`config.mk`:
```
export PLATFORM = sky130hd
export DESIGN_NAME = fifo_rd_stream_flat
export DESIGN_NICKNAME = d
export VERILOG_FILES = /design/src/rtl/fifo_rd_stream_if.sv /design/src/rtl/fifo_rd_stream.sv /design/src/flat_wrapper.sv
export SDC_FILE = /design/constraint.sdc
export NUM_CORES = 1
export LEC_CHECK = 0
export BUFFER_PORTS_ARGS = -buffer_cell sky130_fd_sc_hd__buf_2
export CAP_MARGIN = 20
export CELL_PAD_IN_SITES_DETAIL_PLACEMENT = 1
export CELL_PAD_IN_SITES_GLOBAL_PLACEMENT = 1
export CORE_AREA = 2 2 64 66
export DETAILED_ROUTE_END_ITERATION = 8
export DIE_AREA = 0 0 66 68
export HOLD_SLACK_MARGIN = 0.02
export PLACE_DENSITY_LB_ADDON = 0.12
export SLEW_MARGIN = 20
export SYNTH_ARGS = -nofsm -noshare
export SYNTH_HDL_FRONTEND = slang
export SYNTH_SLANG_ARGS = --single-unit
export TNS_END_PERCENT = 50
```
`constraint.sdc`:
```
create_clock -name clk -period 1.6 [get_ports clk]
set_input_delay 0.16 -clock clk [delete_from_list [all_inputs] [get_ports clk]]
set_output_delay 0.16 -clock clk [all_outputs]
set_load 0.03 [all_outputs]
```
`src/rtl/fifo_rd_stream_if.sv`:
```
// -----------------------------------------------------------------------------
// fifo_rd_stream_if
// Valid/ready stream carrying words from fifo_rd_stream to a consumer.
//   valid  producer -> consumer   word present on data
//   data   producer -> consumer   DW-bit stream word
//   ready  consumer -> producer   word accepted when valid && ready
// Modports: master = producer (fifo_rd_stream), slave = consumer.
// -----------------------------------------------------------------------------
interface fifo_rd_stream_if #(
   parameter int DW = 8
);
   logic          valid;
   logic [DW-1:0] data;
   logic          ready;

   modport master (output valid, output data, input  ready);
   modport slave  (input  valid, input  data, output ready);
endinterface

```
`src/rtl/fifo_rd_stream.sv`:
```
// -----------------------------------------------------------------------------
// fifo_rd_stream
// Read-side engine for fifo_sync. Issues FIFO reads, absorbs the FIFO's
// one-cycle registered read latency in a 3-entry skid buffer and presents the
// words as a valid/ready stream at one word per cycle. The read enable
// depends only on registered state, so there is no combinational path from
// the consumer's ready back to fifo_en_r.
//
// Ports
//   clk         in   1   clock, rising edge
//   rst_n       in   1   asynchronous active-low reset
//   clr         in   1   synchronous flush of this block and the FIFO
//   fifo_clr    out  1   copy of clr, wire to fifo_sync clear
//   fifo_en_r   out  1   FIFO read enable
//   fifo_data   in   DW  FIFO read data, valid the cycle after fifo_en_r
//   fifo_empty  in   1   FIFO empty flag
//   strm        master   output stream (valid/data/ready)
//   rd_cnt      out  16  words delivered (only with FIFO_RD_CNT_EN)
//
// Build option
//   FIFO_RD_CNT_EN  defined: adds the rd_cnt delivered-word counter port.
// -----------------------------------------------------------------------------
module fifo_rd_stream #(
   parameter int DW = 8
) (
   input  logic            clk,
   input  logic            rst_n,
   input  logic            clr,
   output logic            fifo_clr,
   output logic            fifo_en_r,
   input  logic [DW-1:0]   fifo_data,
   input  logic            fifo_empty,
   fifo_rd_stream_if.master strm
`ifdef FIFO_RD_CNT_EN
   ,
   output logic [15:0]     rd_cnt
`endif
);

   logic [DW-1:0] buffer [3];
   logic [1:0]    head;
   logic [1:0]    tail;
   logic [1:0]    occ;
   logic          inflight;

   logic          capture;
   logic          deliver;
   logic [2:0]    pending;

   function automatic logic [1:0] wrap_inc(input logic [1:0] ptr);
      return (ptr == 2'd2) ? 2'd0 : ptr + 2'd1;
   endfunction

   // A word in flight already owns a slot, so it counts against the space.
   assign pending   = {1'b0, occ} + {2'b00, inflight};
   assign fifo_clr  = clr;
   assign fifo_en_r = rst_n && !clr && !fifo_empty && (pending < 3'd3);

   assign capture    = inflight;
   assign deliver    = strm.valid && strm.ready;
   assign strm.valid = (occ != 2'd0);
   assign strm.data  = buffer[head];

   // NOTE: the buffer is reset explicitly so data reads 0 out of reset; a
   // memory with no reset would save flops but leave data undefined.
   always_ff @(posedge clk or negedge rst_n) begin
      if (!rst_n) begin
         for (int i = 0; i < 3; i++) buffer[i] <= '0;
         head     <= 2'd0;
         tail     <= 2'd0;
         occ      <= 2'd0;
         inflight <= 1'b0;
      end else if (clr) begin
         // The word returning from an earlier read is dropped with the rest.
         head     <= 2'd0;
         tail     <= 2'd0;
         occ      <= 2'd0;
         inflight <= 1'b0;
      end else begin
         // NOTE: non-blocking assignments keep every register sampling the
         // pre-edge values, so occ/head/tail updates are order independent.
         if (capture) begin
            buffer[tail] <= fifo_data;
            tail         <= wrap_inc(tail);
         end
         if (deliver) begin
            head <= wrap_inc(head);
         end
         occ      <= occ + {1'b0, capture} - {1'b0, deliver};
         inflight <= fifo_en_r;
      end
   end

`ifdef FIFO_RD_CNT_EN
   always_ff @(posedge clk or negedge rst_n) begin
      if (!rst_n) begin
         rd_cnt <= 16'd0;
      end else if (clr) begin
         rd_cnt <= 16'd0;
      end else if (deliver) begin
         rd_cnt <= rd_cnt + 16'd1;
      end
   end
`endif

endmodule
```
`src/flat_wrapper.sv`:
```
// flat-port wrapper written by rule: the top's interface ports become plain ports
module fifo_rd_stream_flat 
#(
   parameter int DW = 8
)
  (clk, rst_n, clr, fifo_clr, fifo_en_r, fifo_data, fifo_empty, strm_valid, strm_data, strm_ready);
  fifo_rd_stream_if #(.DW(DW)) strm_i ();
  input  logic clk;
  input  logic rst_n;
  input  logic clr;
  output logic fifo_clr;
  output logic fifo_en_r;
  input  logic [DW-1:0] fifo_data;
  input  logic fifo_empty;
  output wire logic [$bits(strm_i.valid)-1:0] strm_valid;
  output wire logic [$bits(strm_i.data)-1:0] strm_data;
  input wire logic [$bits(strm_i.ready)-1:0] strm_ready;
  assign strm_valid = strm_i.valid;
  assign strm_data = strm_i.data;
  assign strm_i.ready = strm_ready;
  fifo_rd_stream #(.DW(DW)) u_core (.clk(clk), .rst_n(rst_n), .clr(clr), .fifo_clr(fifo_clr), .fifo_en_r(fifo_en_r), .fifo_data(fifo_data), .fifo_empty(fifo_empty), .strm(strm_i));
endmodule
```
==> implementation parameters <==
Parameter                              Value

Detailed routing
  Number of violations reported at the end of detailed-routing iteration 0 ... 11
  Remaining routing DRC violations ... 0
  Met1 Routed Length ... 1360 um
  Metal2 WL ... 1600 um
  Highest routed metal layer ... met4
  Count of antenna-violating nets left after detailed routing ... 0
  Routed Wire Length ... 3090 um
  1st-pass router iterations ... 2
  Via count normalized by instance count ... 4.96
  Met3 WL post-DR ... 86 um
  Mean routed wirelength per cell ... 15.8 um
  Via Count ... 968

Critical path
  Cell type group with the largest total delay on the critical path ... simple AND/OR/NAND/NOR gates
  Reg-to-reg critical path endpoint ... u_core.occ[1]$_DFF_PN0_
  Buffers & Inverters on Critical Path ... 1
  Worst setup path end ... fifo_en_r
  Cell count of the worst reg-to-reg path ... 7
  Critical Path Source Type ... flop
  Cell-by-cell trace of the critical path ... ha_2, ha_4, or4b_4, a21oi_4, buf_6
  Slowest cell on the critical path ... or4b_4
  Source of the worst register-to-register timing path ... u_core.occ[0]$_DFF_PN0_
  Crit path required time ... 1.44 ns
  Crit end category ... output port
  Data arrival, critical path ... 1.79 ns
  Worst setup path startpoint ... u_core.occ[0]$_DFF_PN0_
  Crit path max fanout ... 2
  Worst Path Class, Setup ... flop to output port
  Worst reg-to-reg setup slack ... 0.01 ns
  Max stage delay on crit path ... 0.50 ns
  Critical Path Stages ... 5

Placement
  GP Congestion ... 0.685
  Count of input and output buffers ... 23
  DP HPWL ... 2270 um

Logic synthesis
  Fraction of registers with async set or reset after synthesis ... 100%
  Fraction of the yosys area taken by sequential cells ... 51.5%
  Number of synthesized flops with an enable pin ... 0
  Post-synthesis instance total ... 108
  Number of storage elements in the synthesis netlist ... 31
  Per-instance average area after synthesis ... 13.9 sq um
  Top_reg_cell synth ... dfrtp_1
  Total nets after synthesis ... 125
  Post-synthesis instance area ... 0.00151 sq mm
  Number of warnings printed during yosys synthesis ... 0
  Distinct cells, synth ... 24

Global routing
  Maximum number of pins on one net before global-route repair ... 32
  Wire length of the first global-routing pass ... 5000 um
  Residual overflow from global routing ... 0
  Via count of the first global-routing pass ... 1051
  Initial antenna violation count ... 0
  Global router's overall resource usage ... 15.6%

STA
  Final setup viols ... 1
  Clock skew after layout ... 0.00511 ns
  Hold violation total from the final report ... 0
  Hold slack final ... 0.138 ns
  Setup WS post-layout ... -0.349 ns
  Fin Setup TNS ... -0.349 ns
  Setup repair after global routing missed its margin ... true
  Worst max-slew margin expressed relative to the limit ... 80.9%
  Slew at the pin closest to its max-slew limit ... 0.287 ns
  Crit share post-route ... 122%
  Final Slew Violations ... 0
  Final critical-path required period ... 1.95 ns
  Timing-limited maximum frequency ... 513 MHz

Layout
  Layout cells sized above 1 ... 55.9%
  Final Net Count ... 161
  Area growth from synthesis to final layout ... 28.9%
  Diode insertion count for antenna repair ... 0

Worst hold path
  HP Class ... primary input to flop

Die
  Initial Utilization ... 39.0%
  Ports ... 24
  Die extent in x ... 66 um
  Full die area ... 0.00449 sq mm
  Row count ... 23
  Area of the placeable core ... 0.00386 sq mm
  Die Ht ... 68 um

CTS
  Number of setup buffers added after CTS ... 0
  Clock edge transition at the registers on the reported setup and hold paths ... 0.06 ns
  Clock Sinks ... 31
  Maximum root-to-sink buffer count ... 2
  Clk root buf ... clkbuf_8
  Clock latency on the worst-skew pair ... 0.28 ns
  CTS H-tree depth ... 2
  TritonCTS clock tree ... built
  Inserted Clock Buffers ... 5

Flow run
  Number of maximum-capacitance violations ... 0

Outcome
  Violated checks ... negative setup slack
  Status ... finished, violations left

Power
  Cell area power density ... 1490 mW/mm^2
  Peak supply drop ... 0.632 mV
  Leakage power figure ... 0.899 nW
layout by cell type, fill, tap and decap left out:
master         instances
a21oi_4                1
bufinv_16              1
and2b_1                2
o2bb2ai_1              8
buf_4                 13
ha_2                   2
clkinv_2               1
buf_12                 2
dlygate4sd3_1          1
ha_1                   1
nor3_1                 1
or3b_2                 2
nor4b_4                1
a21oi_1                3
nor2_1                 1
xnor3_1                1
mux2i_1                9
or4b_4                 1
or2_2                  1
dfrtp_1               30
nand2b_1               3
clkbuf_8               6
buf_6                  2
and4bb_2               2
nor2b_2                1
ha_4                   1
mux2_2                25
dfrtp_2                1
buf_2                 18
o21a_1                 1
nand3b_1               1
inv_1                  2
final cells by class:
class                           instances  area, sq um
Multi-Input combinational cell         68          716
Fill cell                             410         1920
Inverter                                2         7.51
Timing Repair Buffer                   36          260
Tap cell                               50         62.6
Sequential cell                        31          777
Clock buffer                            6         82.6
Clock inverter                          2         35.0
worst reg2reg max path: stages, from the launching register on:
cell     delay [ns]
dfrtp_1        0.39
buf_4          0.14
o21a_1         0.19
ha_1           0.28
inv_1          0.06
ha_2           0.16
xnor3_1        0.21
nor2_1         0.09
cell usage after synthesis (2+ instances only):
| master | instances | share of area (%) |
|---|---|---|
| mux2_2 | 25 | 19 |
| buf_2 | 3 | 1.0 |
| and2b_1 | 2 | 1.0 |
| nand2b_1 | 3 | 1.2 |
| clkbuf_1 | 2 | 0.50 |
| or3b_2 | 2 | 1.2 |
| a21oi_1 | 4 | 1.3 |
| inv_1 | 2 | 0.50 |
| dfrtp_1 | 31 | 52 |
| and4bb_2 | 2 | 1.7 |
| ha_1 | 4 | 3.3 |
| o2bb2ai_1 | 8 | 4.7 |
| mux2i_1 | 9 | 6.0 |
metrics by stage:
step           cells  area, sq um  power (mW)  utilization, %  setup slack [ns]
2_1_floorplan    108         1520        1.71               -           -0.0526
3_3_place_gp     185         1750        2.04            45.5           -0.0762
3_5_place_dp     185         1750        2.08            45.5            -0.123
4_1_cts          195         1910        2.90            49.6            -0.357
5_1_grt          195         1940        3.07            50.3            -0.403
6_report         195         1940        2.89            50.3            -0.349
routing by layer:
metal / GRT usage (%) / vias to the layer above
li1: - / 463
met1: 19.6 / 486
met2: 26.1 / 15
met3: 4.44 / 4
met4: 5.36 / 0
met5: 0 / -
logic make-up (layout without fill, tap and decap cells):
kind of cell	count (synthesis)	after routing	share of synthesized area (%)
adders and majority gates	4	4	3.33
buffers and inverters	9	46	3.24
xor gates and xnor gates	1	1	1.50
and+or+nand+nor	16	16	9.23
DFF	31	31	51.5
AOI/OAI and AO/OA	13	13	6.48
muxes	34	34	24.7
sequential cells by signal (all words and copies together) (netlist names):
signal / count
u_core.occ: 2
u_core.head: 2
u_core.tail: 2
u_core.capture: 1
u_core.buffer: 24
what timing repair did:
item	in CTS	in global routing
hold buffers	2	0
endpoints found under the setup margin	2	10
pin swaps	0	1
endpoints found under the hold margin	31	0
resized for setup	5	10
worst min path at each step:
stage / start / endpoint / slack, ns / cells past startpoint
2_1_floorplan: rst_n / u_core.buffer[0]$_DFFE_PN0P_ / -0.14 / 0
3_3_place_gp: rst_n / u_core.buffer[0]$_DFFE_PN0P_ / 0.25 / 2
3_5_place_dp: rst_n / u_core.buffer[8]$_DFFE_PN0P_ / 0.23 / 2
4_1_cts: fifo_data[0] / u_core.buffer[8]$_DFFE_PN0P_ / 0.13 / 2
5_1_grt: fifo_data[2] / u_core.buffer[18]$_DFFE_PN0P_ / 0.13 / 2
6_report: fifo_data[2] / u_core.buffer[18]$_DFFE_PN0P_ / 0.14 / 2
power by group:
group | internal [mW] | total [mW] | switching (mW)
combinational | 0.505 | 1.10 | 0.592
clock | 0.503 | 0.781 | 0.278
sequential | 0.926 | 1.01 | 0.0867
No activity file was read; power rests on OpenSTA's default activity.
